## src/rtl/mips_data_bridge.sv

```systemverilog
// Data-side bridge from the single-cycle CPU data port to a wait-stated Avalon-MM memory.
// Freezes the CPU through cpu_clk_enable; a one-entry write-through buffer absorbs repeated reads.
module mips_data_bridge #(
  parameter int unsigned ADDR_WIDTH      = 32,
  parameter int unsigned STALL_CNT_WIDTH = 32
) (
  input  logic                       clk,
  input  logic                       reset,
  input  logic                       ext_enable,
  input  logic                       flush_buffer,
  input  logic [ADDR_WIDTH-1:0]      cpu_address,
  input  logic                       cpu_read,
  input  logic                       cpu_write,
  input  logic [31:0]                cpu_writedata,
  output logic [31:0]                cpu_readdata,
  output logic                       cpu_clk_enable,
  output logic [ADDR_WIDTH-1:0]      avm_address,
  output logic                       avm_read,
  output logic                       avm_write,
  output logic [31:0]                avm_writedata,
  output logic [3:0]                 avm_byteenable,
  input  logic [31:0]                avm_readdata,
  input  logic                       avm_waitrequest,
  output logic [STALL_CNT_WIDTH-1:0] stall_count
);

  localparam int unsigned WA_W   = ADDR_WIDTH - 2;
  localparam int unsigned DATA_W = 32;

  localparam logic [1:0] S_IDLE = 2'd0;
  localparam logic [1:0] S_BUSY = 2'd1;
  localparam logic [1:0] S_RESP = 2'd2;

  logic [1:0]                 r_state;
  logic [1:0]                 w_state_nxt;
  logic                       r_buf_valid;
  logic [WA_W-1:0]            r_buf_addr;
  logic [DATA_W-1:0]          r_buf_data;
  logic [WA_W-1:0]            r_req_addr;
  logic [DATA_W-1:0]          r_req_wdata;
  logic                       r_req_is_write;
  logic [DATA_W-1:0]          r_resp_data;
  logic [STALL_CNT_WIDTH-1:0] r_stall_count;

  logic              w_hit;
  logic              w_need;
  logic              w_latch;
  logic              w_done;
  logic [DATA_W-1:0] w_done_data;
  logic              w_unused_addr_lsb;

  // Byte offset is irrelevant: all accesses are whole words.
  assign w_unused_addr_lsb = ^cpu_address[1:0];

  assign w_hit       = r_buf_valid && (r_buf_addr == cpu_address[ADDR_WIDTH-1:2]);
  assign w_need      = cpu_write || (cpu_read && !w_hit);
  assign w_done_data = r_req_is_write ? r_req_wdata : avm_readdata;

  // Avalon side is decoded only from state and the latched request.
  assign avm_read       = (r_state == S_BUSY) && !r_req_is_write;
  assign avm_write      = (r_state == S_BUSY) && r_req_is_write;
  assign avm_address    = {r_req_addr, 2'b00};
  assign avm_writedata  = r_req_wdata;
  assign avm_byteenable = 4'hF;
  assign stall_count    = r_stall_count;

  always_ff @(posedge clk or negedge reset) begin
    if (!reset) begin
      r_state <= S_IDLE;
    end else begin
      r_state <= w_state_nxt;
    end
  end

  always_comb begin
    w_state_nxt    = r_state;
    cpu_clk_enable = 1'b0;
    cpu_readdata   = r_resp_data;
    w_latch        = 1'b0;
    w_done         = 1'b0;
    case (r_state)
      S_IDLE: begin
        if (!w_need) begin
          cpu_clk_enable = ext_enable;
          cpu_readdata   = w_hit ? r_buf_data : r_resp_data;
        end else if (ext_enable) begin
          w_latch     = 1'b1;
          w_state_nxt = S_BUSY;
        end
      end
      S_BUSY: begin
        if (!avm_waitrequest) begin
          w_done      = 1'b1;
          w_state_nxt = S_RESP;
        end
      end
      S_RESP: begin
        // Held until an enabled edge consumes the result exactly once.
        cpu_clk_enable = ext_enable;
        if (ext_enable) begin
          w_state_nxt = S_IDLE;
        end
      end
      default: begin
        w_state_nxt = S_IDLE;
      end
    endcase
  end

  always_ff @(posedge clk or negedge reset) begin
    if (!reset) begin
      r_req_addr     <= '0;
      r_req_wdata    <= '0;
      r_req_is_write <= 1'b0;
      r_resp_data    <= '0;
      r_buf_addr     <= '0;
      r_buf_data     <= '0;
    end else begin
      if (w_latch) begin
        r_req_addr     <= cpu_address[ADDR_WIDTH-1:2];
        r_req_wdata    <= cpu_writedata;
        r_req_is_write <= cpu_write;
      end
      if (w_done) begin
        r_resp_data <= w_done_data;
        r_buf_addr  <= r_req_addr;
        r_buf_data  <= w_done_data;
      end
    end
  end

  // Flush beats a coincident fill; resp_data still carries the value.
  always_ff @(posedge clk or negedge reset) begin
    if (!reset) begin
      r_buf_valid <= 1'b0;
    end else if (flush_buffer) begin
      r_buf_valid <= 1'b0;
    end else if (w_done) begin
      r_buf_valid <= 1'b1;
    end
  end

  always_ff @(posedge clk or negedge reset) begin
    if (!reset) begin
      r_stall_count <= '0;
    end else if (ext_enable && !cpu_clk_enable && (r_stall_count != '1)) begin
      r_stall_count <= r_stall_count + STALL_CNT_WIDTH'(1);
    end
  end

endmodule
```

## config.mk

```make
export PLATFORM = sky130hd
export DESIGN_NAME = mips_data_bridge
export DESIGN_NICKNAME = d
export VERILOG_FILES = /design/src/rtl/mips_data_bridge.sv
export SDC_FILE = /design/constraint.sdc
export NUM_CORES = 1
export LEC_CHECK = 0
export ABC_AREA = 1
export CAP_MARGIN = 20
export CORE_MARGIN = 5
export CORE_UTILIZATION = 25
export DETAILED_ROUTE_END_ITERATION = 6
export GPL_TIMING_DRIVEN = 0
export SETUP_SLACK_MARGIN = 0.05
export SLEW_MARGIN = 20
export SYNTH_ARGS = -nofsm -noshare
export SYNTH_HDL_FRONTEND = slang
export SYNTH_SLANG_ARGS = --single-unit
```

## constraint.sdc

```tcl
create_clock -name clk -period 2.6 [get_ports clk]
set_clock_uncertainty 0.2 [all_clocks]
set_input_delay 0.52 -clock clk [delete_from_list [all_inputs] [get_ports clk]]
set_output_delay 0.52 -clock clk [all_outputs]
set_load 0.05 [all_outputs]
```

==> flow_metrics.py <==
metrics = {
    "global_route": {
        "grt_antenna_before_repair": 1,
        "grt_pass1_wl_mm": 45.2,
        "grt_max_degree": 86,
        "track_usage_pct": 16.1,
        "grt_overflow": 0,
        "grt_pass1_vias": 8084,
    },
    "pwr": {
        "power.internal_mw": 7.07,
        "clockPowerShare_pct": 18.8,
        "switchingPower_mw": 6.63,
        "report.power.total_mw": 13.7,
        "sw_frac_of_total_pct": 48.4,
        "ir_drop_mv": 0.743,
        "p_comb_share_pct": 50.3,
        "p_leak_nw": 5.62,
        "power.density_mw_per_mm2": 1180,
        "seqPwrFrac_pct": 30.8,
    },
    "cells_and_area": {
        "seq_area_sq_mm": 0.00401,
        "instances_no_fill": 1715,
        "nets": 1410,
        "most-common-layout-cells": "nand2_1 (379), clkdlybuf4s50_1 (191), dfrtp_1 (158)",
        "n_fill_cell": 3188,
        "multi_input_comb_area_sq_mm": 0.00329,
        "mostFrequentLayoutCell": "nand2_1",
        "n_antenna_cell": 0,
        "drive_gt1_share_pct": 11.1,
        "final_area_sq_mm": 0.0116,
        "syn2layout_area_growth_pct": 48.2,
    },
    "status": {
        "violations": "setup timing",
        "status": "finished with violations",
    },
    "sta": {
        "setup_viol": 1,
        "worst_slew_pin_slew_ns": 0.707,
        "final.setup.worst_slack_ns": -0.214,
        "rsz0062_at_grt": "true",
        "slew_viol_final": 0,
        "fmax_mhz": 355,
        "final-hold-violation-count": 0,
        "maxSlewHeadroom_pct": 52.9,
        "fin_crit_ns": 2.81,
        "fin_crit_sh_pct": 108,
        "fin_setup_tns_ns": -0.214,
    },
    "hold_path": {
        "min_path_cells": 3,
        "hold_path.class": "primary input to register",
    },
    "setup_path": {
        "cpPeakStageDelay_ns": 0.28,
        "critical_path_buf_inv_count": 4,
        "path_delay_family": "simple AND/OR/NAND/NOR gates",
        "worstSetupStartpointType": "primary input",
        "reg2reg_depth": 11,
        "slowest_stage": "dlygate4sd2_1",
        "path_depth": 14,
        "worstPathMaxFanout": 3,
        "endpoint_kind": "output port",
        "worstPathArrival_ns": 2.09,
        "crit_chain": "dlygate4sd2_1 > a21oi_2 > nand2_1 > nor2_2 > nand2_1 > nor2_1 > nand2_1 > nand2_2 > nand2_2 > nand2_2 > nand2_4 > buf_8 > inv_4 > buf_8",
        "critPathRequiredTime_ns": 1.88,
        "critPathKind": "primary input to output port",
    },
    "routing": {
        "num_vias": 7642,
        "drtIter0Drc": 424,
        "drc_errors": 0,
        "dr.pass1.iters": 5,
        "wirelength_mm": 28.1,
        "viasPerCell": 4.46,
        "avgRoutedWirePerCell_microns": 16.4,
        "drtAntennaViolNets": 0,
    },
    "synth": {
        "ys_seq_elements": 160,
        "synth_area_sq_mm": 0.00784,
        "yosysUniqueCellTypes": 32,
        "avgSynthCellArea_sq_um": 7.72,
        "yosys_warnings": 0,
        "syn_inst": 1016,
        "seq_area_frac_synth_pct": 51.1,
    },
    "clock_network": {
        "h-tree-depth": 4,
        "numClockSinks": 160,
        "cts.path.max_buffers": 2,
        "cts_tree": "done",
        "insertion_delay_ns": 0.43,
        "path_clk_slew_ns": 0.08,
        "clockRootBuffer": "clkbuf_16",
        "cts_buffers": 17,
    },
    "place": {
        "io_buffers": 228,
        "gp_congestion": 0.889,
        "hpwl_mm": 20.8,
        "place_inst": 1645,
        "dpl_cell_area_sq_mm": 0.0107,
    },
    "floorplanning": {
        "num_rows": 64,
        "num_io_pins": 238,
        "core_area_sq_mm": 0.0307,
        "design.die.area_sq_mm": 0.0350,
        "start_util_pct": 25.5,
        "die_h_microns": 187,
        "fp.dieW_microns": 187,
    },
    "run": {
        "drv_cap": 0,
    },
}
timing repair:
action                                  CTS  global route
hold buffers                              1             0
resized for setup                        83            23
pin swaps                                27            11
setup buffers                            39             1
endpoints found under the hold margin    75             0
endpoints found under the setup margin  123            86
area by class of cell:
type / instances / share of cell area (%)
plain buffers: 50 / 2.34
flip-flops and latches: 160 / 34.5
multi-input cells: 705 / 28.3
clock buffers: 18 / 3.78
well taps: 396 / 4.26
inverters: 103 / 3.38
repair buffers: 269 / 22.3
clock inverters: 14 / 1.24
power groups by stage:
stage	Combinational [mW]	Sequential (mW)	Clock [mW]
final	6.90	4.22	2.58
after global routing	7.43	4.36	2.79
after CTS	6.98	4.23	2.67
after detailed placement	6.85	4.22	0
after global placement	6.81	4.20	0
after floorplan	1.81	6.61	0
cell usage after synthesis:
| cell | count | area, sq um |
|---|---|---|
| a21oi_1 | 2 | 10.0 |
| and3_1 | 1 | 6.26 |
| buf_1 | 6 | 22.5 |
| buf_2 | 12 | 60.1 |
| buf_4 | 6 | 45.0 |
| buf_6 | 2 | 22.5 |
| clkbuf_1 | 26 | 97.6 |
| conb_1 | 2 | 7.51 |
| dfrtp_1 | 160 | 4000 |
| ha_1 | 1 | 12.5 |
| inv_1 | 99 | 372 |
| inv_2 | 4 | 15.0 |
| nand2_1 | 383 | 1440 |
| nand2_2 | 1 | 6.26 |
| nand3_1 | 21 | 105 |
| nand3_2 | 1 | 10.0 |
| nand3_4 | 1 | 17.5 |
| nand4_1 | 41 | 257 |
| nand4_2 | 1 | 12.5 |
| nor2_1 | 100 | 375 |
| nor2_2 | 1 | 6.26 |
| nor2_4 | 1 | 11.3 |
| nor3_1 | 17 | 85.1 |
| nor3_2 | 2 | 20.0 |
| nor3b_1 | 3 | 22.5 |
| o21a_1 | 1 | 7.51 |
| o21ai_0 | 51 | 255 |
| o21ai_1 | 8 | 40.0 |
| o22ai_1 | 1 | 6.26 |
| o31ai_1 | 33 | 248 |
| xnor2_1 | 15 | 131 |
| xor2_1 | 13 | 114 |
worst reg2reg max path, delay by kind of cell (launching register included):
family | cells | cell delay [ns]
buffers and inverters | 3 | 0.41
adders and majority gates | 1 | 0.28
DFF | 1 | 0.44
and+or+nand+nor | 7 | 0.96
state kept, by name, summed over array words and instances, names as in the netlist:
signal          flops
avm_writedata      32
r_resp_data        32
stall_count        32
r_buf_addr         30
r_req_addr         30
r_state             2
r_buf_valid         1
r_req_is_write      1
kinds of logic after synthesis:
kind of cell / after synthesis / share of synthesized area (%)
AOI/OAI and AO/OA: 96 / 7.23
xor gates and xnor gates: 28 / 3.13
adders and majority gates: 1 / 0.160
buffers and inverters: 155 / 8.09
DFF: 160 / 51.1
other: 2 / 0.0958
and+or+nand+nor: 574 / 30.2
final timing paths:
path                                 startpoint         endpoint  slack [ns]
worst max-delay path            cpu_address[31]   cpu_clk_enable       -0.21
worst min-delay path            cpu_address[14]   r_req_addr[12]        0.21
worst max register to register   stall_count[0]  stall_count[25]        0.23
worst min register to register       r_state[0]       r_state[1]        0.28
max in group asynchronous                 reset   r_req_addr[16]        0.85
min in group asynchronous                 reset  stall_count[19]        0.46
stage by stage:
stage | utilization (%) | worst slack, ns | hold WS, ns
2_1_floorplan | - | 0.0809 | 0.0244
3_3_place_gp | 34.6 | -6.23 | 0.263
3_5_place_dp | 34.7 | -1.69 | 0.269
4_1_cts | 37.7 | -0.311 | 0.269
5_1_grt | 37.8 | -0.373 | 0.211
6_report | 37.8 | -0.214 | 0.211
routing by layer:
| layer | wire [microns] | GRT usage (%) | vias up | share of wire [%] |
|---|---|---|---|---|
| li1 | - | - | 3779 | - |
| met2 | 12900 | 26.3 | 251 | 46 |
| met1 | 12600 | 20.7 | 3589 | 45 |
| met4 | 398 | 3.95 | 2 | 1.4 |
| met3 | 2210 | 5.43 | 21 | 7.9 |
| met5 | 20 | 0 | - | 0.071 |
Power figures use the tool's default switching activity.
